[config.mk]
export PLATFORM = sky130hd
export DESIGN_NAME = fifo_rd_prefetch
export DESIGN_NICKNAME = d
export VERILOG_FILES = /design/src/rtl/fifo_rd_prefetch.sv
export SDC_FILE = /design/constraint.sdc
export NUM_CORES = 1
export LEC_CHECK = 0
export ABC_CLOCK_PERIOD_IN_PS = 2760
export CAP_MARGIN = 0
export CORE_UTILIZATION = 55
export CTS_CLUSTER_DIAMETER = 200
export CTS_CLUSTER_SIZE = 28
export DETAILED_ROUTE_END_ITERATION = 7
export DONT_BUFFER_PORTS = 1
export PLACE_DENSITY = 0.66
export SETUP_SLACK_MARGIN = 0.05
export SYNTH_ARGS = -nofsm -noshare
export SYNTH_HDL_FRONTEND = slang
export SYNTH_SLANG_ARGS = --single-unit
[constraint.sdc]
create_clock -name clk -period 2.76 [get_ports clk]
set_input_delay 0.552 -clock clk [delete_from_list [all_inputs] [get_ports clk]]
set_output_delay 0.552 -clock clk [all_outputs]
set_load 0.02 [all_outputs]
[src/rtl/fifo_rd_prefetch.sv]
// Prefetch buffer in front of a 1-cycle-latency SRAM FIFO: read issued in cycle t lands at m_data_o in t+2.
// Backpressure: m_ready_i low holds the head; reads stop once buffered + in-flight words reach BUF_DEPTH.
module fifo_rd_prefetch #(
  parameter int DATA_WIDTH = 32,
  parameter int BUF_DEPTH  = 2
) (
  input  logic                           clk,
  input  logic                           rst_n,
  input  logic                           enable_i,
  input  logic                           flush_i,
  input  logic                           fifo_empty_i,
  output logic                           fifo_rden_o,
  input  logic [DATA_WIDTH-1:0]          fifo_rdata_i,
  output logic                           m_valid_o,
  input  logic                           m_ready_i,
  output logic [DATA_WIDTH-1:0]          m_data_o,
  output logic [$clog2(BUF_DEPTH+1)-1:0] occupancy_o
);

  localparam int PW = (BUF_DEPTH > 2) ? 2 : 1;
  localparam int OW = $clog2(BUF_DEPTH + 1);
  localparam logic [PW-1:0] LAST    = PW'(BUF_DEPTH - 1);
  localparam logic [OW:0]   DEPTH_W = (OW + 1)'(BUF_DEPTH);
  localparam logic [OW-1:0] FULL    = OW'(BUF_DEPTH);

  logic [DATA_WIDTH-1:0] mem [BUF_DEPTH];
  logic [PW-1:0]         head;
  logic [PW-1:0]         tail;
  logic [OW-1:0]         occ;
  logic                  inflight;
  logic                  running;
  logic                  pop;
  logic                  cap;
  logic [OW:0]           committed;

  function automatic logic [PW-1:0] ptr_next(input logic [PW-1:0] p);
    return (p == LAST) ? '0 : p + 1'b1;
  endfunction

  assign m_valid_o   = (occ != '0);
  assign pop         = m_valid_o && m_ready_i;
  assign cap         = inflight && !flush_i;
  assign occupancy_o = occ;
  assign m_data_o    = m_valid_o ? mem[head] : '0;

  // Slots already spoken for: held words that survive this edge plus the word still on its way.
  assign committed   = {1'b0, occ} - {{OW{1'b0}}, pop} + {{OW{1'b0}}, inflight};

  // running keeps reads off until the first edge after reset is released.
  assign fifo_rden_o = running && enable_i && !fifo_empty_i && !flush_i && (committed < DEPTH_W);

  always_ff @(posedge clk or negedge rst_n) begin
    if (!rst_n) begin
      head     <= '0;
      tail     <= '0;
      occ      <= '0;
      inflight <= 1'b0;
      running  <= 1'b0;
    end else begin
      running <= 1'b1;
      if (flush_i) begin
        head     <= '0;
        tail     <= '0;
        occ      <= '0;
        inflight <= 1'b0;
      end else begin
        inflight <= fifo_rden_o;
        if (pop) head <= ptr_next(head);
        if (cap) tail <= ptr_next(tail);
        occ <= occ + OW'(cap) - OW'(pop);
      end
    end
  end

  always_ff @(posedge clk) begin
    if (cap) mem[tail] <= fifo_rdata_i;
  end

  a_no_overflow: assert property (@(posedge clk) disable iff (!rst_n) !(cap && occ == FULL));

endmodule

==> impl_results.rst <==
.. list-table::
   :header-rows: 1

   * - Metric
     - Value
   * - Non-Filler Instances
     - about 250
   * - Row count
     - 25
   * - Netlist cell types
     - 20
   * - Register clock-pin slew on the reported worst setup and hold paths
     - around 70 ps
   * - Maximum clock skew at final layout
     - 5.13 ps
   * - Number of cells on the worst reg-to-reg path
     - 6
   * - Final period util
     - 0.961
   * - Die Wd
     - ~73 um
   * - Die Footprint
     - about 0.0053 mm2
   * - Post-synthesis cell type with the largest combined area
     - edfxtp_1
   * - Worst hold path cell count
     - 1
   * - Max frequency
     - approximately 380 MHz
   * - Number of buffers on the longest clock path
     - 2
   * - Share of the synthesized area in compound gates (AO/OA/AOI/OAI)
     - 0.00272
   * - CTS tree
     - yes
   * - Clock root buffer
     - clkbuf_8
   * - Status
     - completed
   * - Post-synthesis sequential element count
     - 70
   * - Remaining design rule violation count
     - 0
   * - Synthesized-area fraction occupied by and/or/nand/nor cells
     - 0.0690
   * - Share of layout cells above drive strength 1
     - 0.160
   * - Die Ht
     - approximately 73 um
   * - Sum of net half-perimeters after detailed placement
     - between 2000 and 3000 um
   * - Num CTS Buffers
     - 9
   * - Vias per std cell
     - approximately 5.3
   * - Critical path type
     - flop to output port
   * - Critical Path End Type
     - output port
   * - Required time of the critical path
     - 2210 ps
   * - Nature of the critical path startpoint
     - flop
   * - Worst slew pin tran
     - a little over 500 ps
   * - Setup ws final
     - between 100 and 150 ps
   * - Maximum level of the CTS H-tree
     - 3
   * - Worst-path fanout max
     - 5
   * - Largest cells by area after synthesis
     - edfxtp_1 (70%), mux2i_1 (12%), dfrtp_1 (5.4%)
   * - Fraction of post-synthesis cell area in the top cell type by area
     - 0.698
   * - Syn avg cell area
     - around 16 um2
   * - Mapped Cells
     - roughly 170
   * - Total area of multi-input combinational cells
     - around 650 um2
   * - Storage element area
     - 0.00207 mm2
   * - Net count after synthesis
     - 209
   * - Initial core utilization
     - 0.576
   * - Highest-count cells in the layout ignoring fill and taps
     - edfxtp_1 (64), nor2_1 (35), mux2i_1 (32), buf_4 (10), clkbuf_8 (9)
   * - Initial antenna violation count
     - 0
   * - Number of synthesis warnings
     - 0
   * - Relative max-transition margin
     - 0.663
   * - Mapped Area
     - around 0.0028 mm2
   * - Commonest register cell after synthesis
     - edfxtp_1
   * - # diodes
     - 0
   * - DRC violation total after the first TritonRoute iteration
     - 40
   * - Area of the core region
     - approximately 0.0048 mm2
   * - Share of flip-flops with an asynchronous set or reset
     - 0.0857
   * - Antenna viol nets, final
     - 0
   * - Post-Synth Adder-Cell Area
     - 0.0163
   * - Final number of max-transition violations
     - 0
   * - Largest net degree at the start of global routing
     - 33
   * - Global-route wire length before repair
     - around 6500 um
   * - Hold violation total from the final report
     - 0
   * - Largest family of logic cells by synthesized area
     - multiplexers
   * - Num ports
     - 74
   * - GRT Total Usage
     - 0.175
   * - GP Congestion
     - approximately 0.74
   * - Unrepaired setup endpoints after global routing
     - yes
   * - Post-detailed-routing wire length
     - 4330 um
   * - Share of the synthesized netlist area taken by xor and xnor gates
     - 0.0177
   * - Layout overhead on the synthesized area
     - 11.0%
   * - Setup slack of the most critical reg-to-reg path
     - between 800 and 900 ps
   * - Multiplexer share of the synthesized area
     - 0.120
   * - GRT Residual Overflow
     - 0
   * - Cell leakage power
     - between 1 and 1.5 nW
   * - Critical register-to-register path startpoint
     - occupancy_o[0]
   * - Routed wirelength normalized by instance count
     - approximately 17 um
   * - CP Data Arrival Time
     - between 2000 and 2500 ps
   * - Worst slack, placed
     - around 330 ps
   * - Via count
     - ~1,300
   * - Number of input and output port buffers inserted
     - 0
   * - Number of enable flip-flop cells after synthesis
     - 64
   * - Filler cells
     - between 300 and 400
   * - Hold Startpoint
     - flush_i
   * - Share of the yosys chip area belonging to registers
     - 0.752
   * - Class of the tightest hold or removal check
     - input pin to flop
   * - Hold path endpoint
     - occupancy_o[0]
   * - Commonest non-fill, non-tap cell in the layout
     - edfxtp_1
   * - Clock network latency to the later pin of the worst-skew pair
     - 330 ps
   * - Clock sinks
     - 70
   * - Max cap viols
     - 0
   * - Final critical delay including setup and external delays
     - ~2700 ps
   * - Power Density
     - between 700 and 800 mW/mm2
   * - Number of iterations in the first detailed-routing pass
     - 4
   * - Via count of the first global-routing pass
     - between 1,000 and 1,500
   * - Post-layout nets
     - ~220
   * - Dpl cells
     - approximately 240
   * - Maximum resistive drop on vdd
     - between 0.4 and 0.5 mV
   * - Post-route worst hold slack
     - 276 ps
   * - Sum of negative setup slack
     - 0 ps
   * - Reg-to-Reg End
     - inflight
   * - Final count of negative-setup-slack endpoints
     - 0
-- worst max-delay path, stage by stage (launching register included) --
cell      delay, ps
dfrtp_2         480
o21a_1          200
nor2b_1         140
fa_1            510
nand4b_1        140
nor3_2          130
buf_4           160
-- registers in the layout, summed over array words and instances, names as in the netlist --
signal and count:
occupancy_o 2, inflight 1, head 1, running 1, mem 64, tail 1
-- cell type report --
type                            count  area share
Clock buffer                        9      0.0405
Clock inverter                      6     0.00982
Inverter                            3     0.00368
Multi-Input combinational cell     88       0.212
Sequential cell                    70       0.678
Tap cell                           67      0.0274
Timing Repair Buffer               11      0.0278
-- how the worst max path moves through the flow --
stage	start	end	slack (ps)
floorplan	occupancy_o[1]	fifo_rden_o	250
global placement	occupancy_o[0]	fifo_rden_o	420
detailed placement	occupancy_o[0]	fifo_rden_o	330
CTS	occupancy_o[0]	fifo_rden_o	60
global route	occupancy_o[0]	fifo_rden_o	20
finish	occupancy_o[0]	fifo_rden_o	110
-- synth_stat cells, types with 2 or more instances --
| master | n |
|---|---|
| buf_2 | 3 |
| nor3_1 | 2 |
| nor2_1 | 38 |
| xor2_1 | 2 |
| ha_1 | 2 |
| inv_1 | 3 |
| mux2i_1 | 32 |
| edfxtp_1 | 64 |
| nor2b_1 | 3 |
| buf_4 | 4 |
| dfrtp_1 | 6 |
-- what timing repair did --
item                                   in CTS  in global routing
endpoints found under the hold margin       6                  0
setup buffers                               1                  2
cloned                                      0                  0
pin swaps                                   1                  2
setup endpoints to repair                   1                  1
resized for setup                           2                  0
hold buffers                                1                  0
-- metal layers --
metal | share of wire | wire length (um) | vias to the layer above | track usage
met3 | 0.063 | 272 | 9 | 0.0691
met5 | 0 | 0 | - | 0
met2 | 0.54 | 2340 | 43 | 0.310
li1 | - | - | 635 | -
met4 | 0.021 | 91 | 0 | 0.118
met1 | 0.38 | 1630 | 659 | 0.166
-- cells by family after synthesis --
family	count (synthesis)
compound gates	1
buf+inv	10
simple gates	46
other cells	1
mux	33
flops	70
fa+ha+maj	3
xor+xnor	4
-- through the flow --
step / power (mW) / utilization / instance area [um2]
2_1_floorplan: 1.62 / - / 2760
3_3_place_gp: 1.68 / 0.599 / 2870
3_5_place_dp: 1.70 / 0.599 / 2870
4_1_cts: 2.36 / 0.636 / 3040
5_1_grt: 2.43 / 0.639 / 3060
6_report: 2.33 / 0.639 / 3060
-- power breakdown --
| part | leakage (nW) | switching (mW) | internal [mW] | total, mW |
|---|---|---|---|---|
| clock network | 0.0797 | 0.344 | 0.309 | 0.653 |
| logic | 0.282 | 0.310 | 0.148 | 0.457 |
| registers | 0.653 | 0.0408 | 1.18 | 1.22 |
No activity file was read; power rests on OpenSTA's default activity.
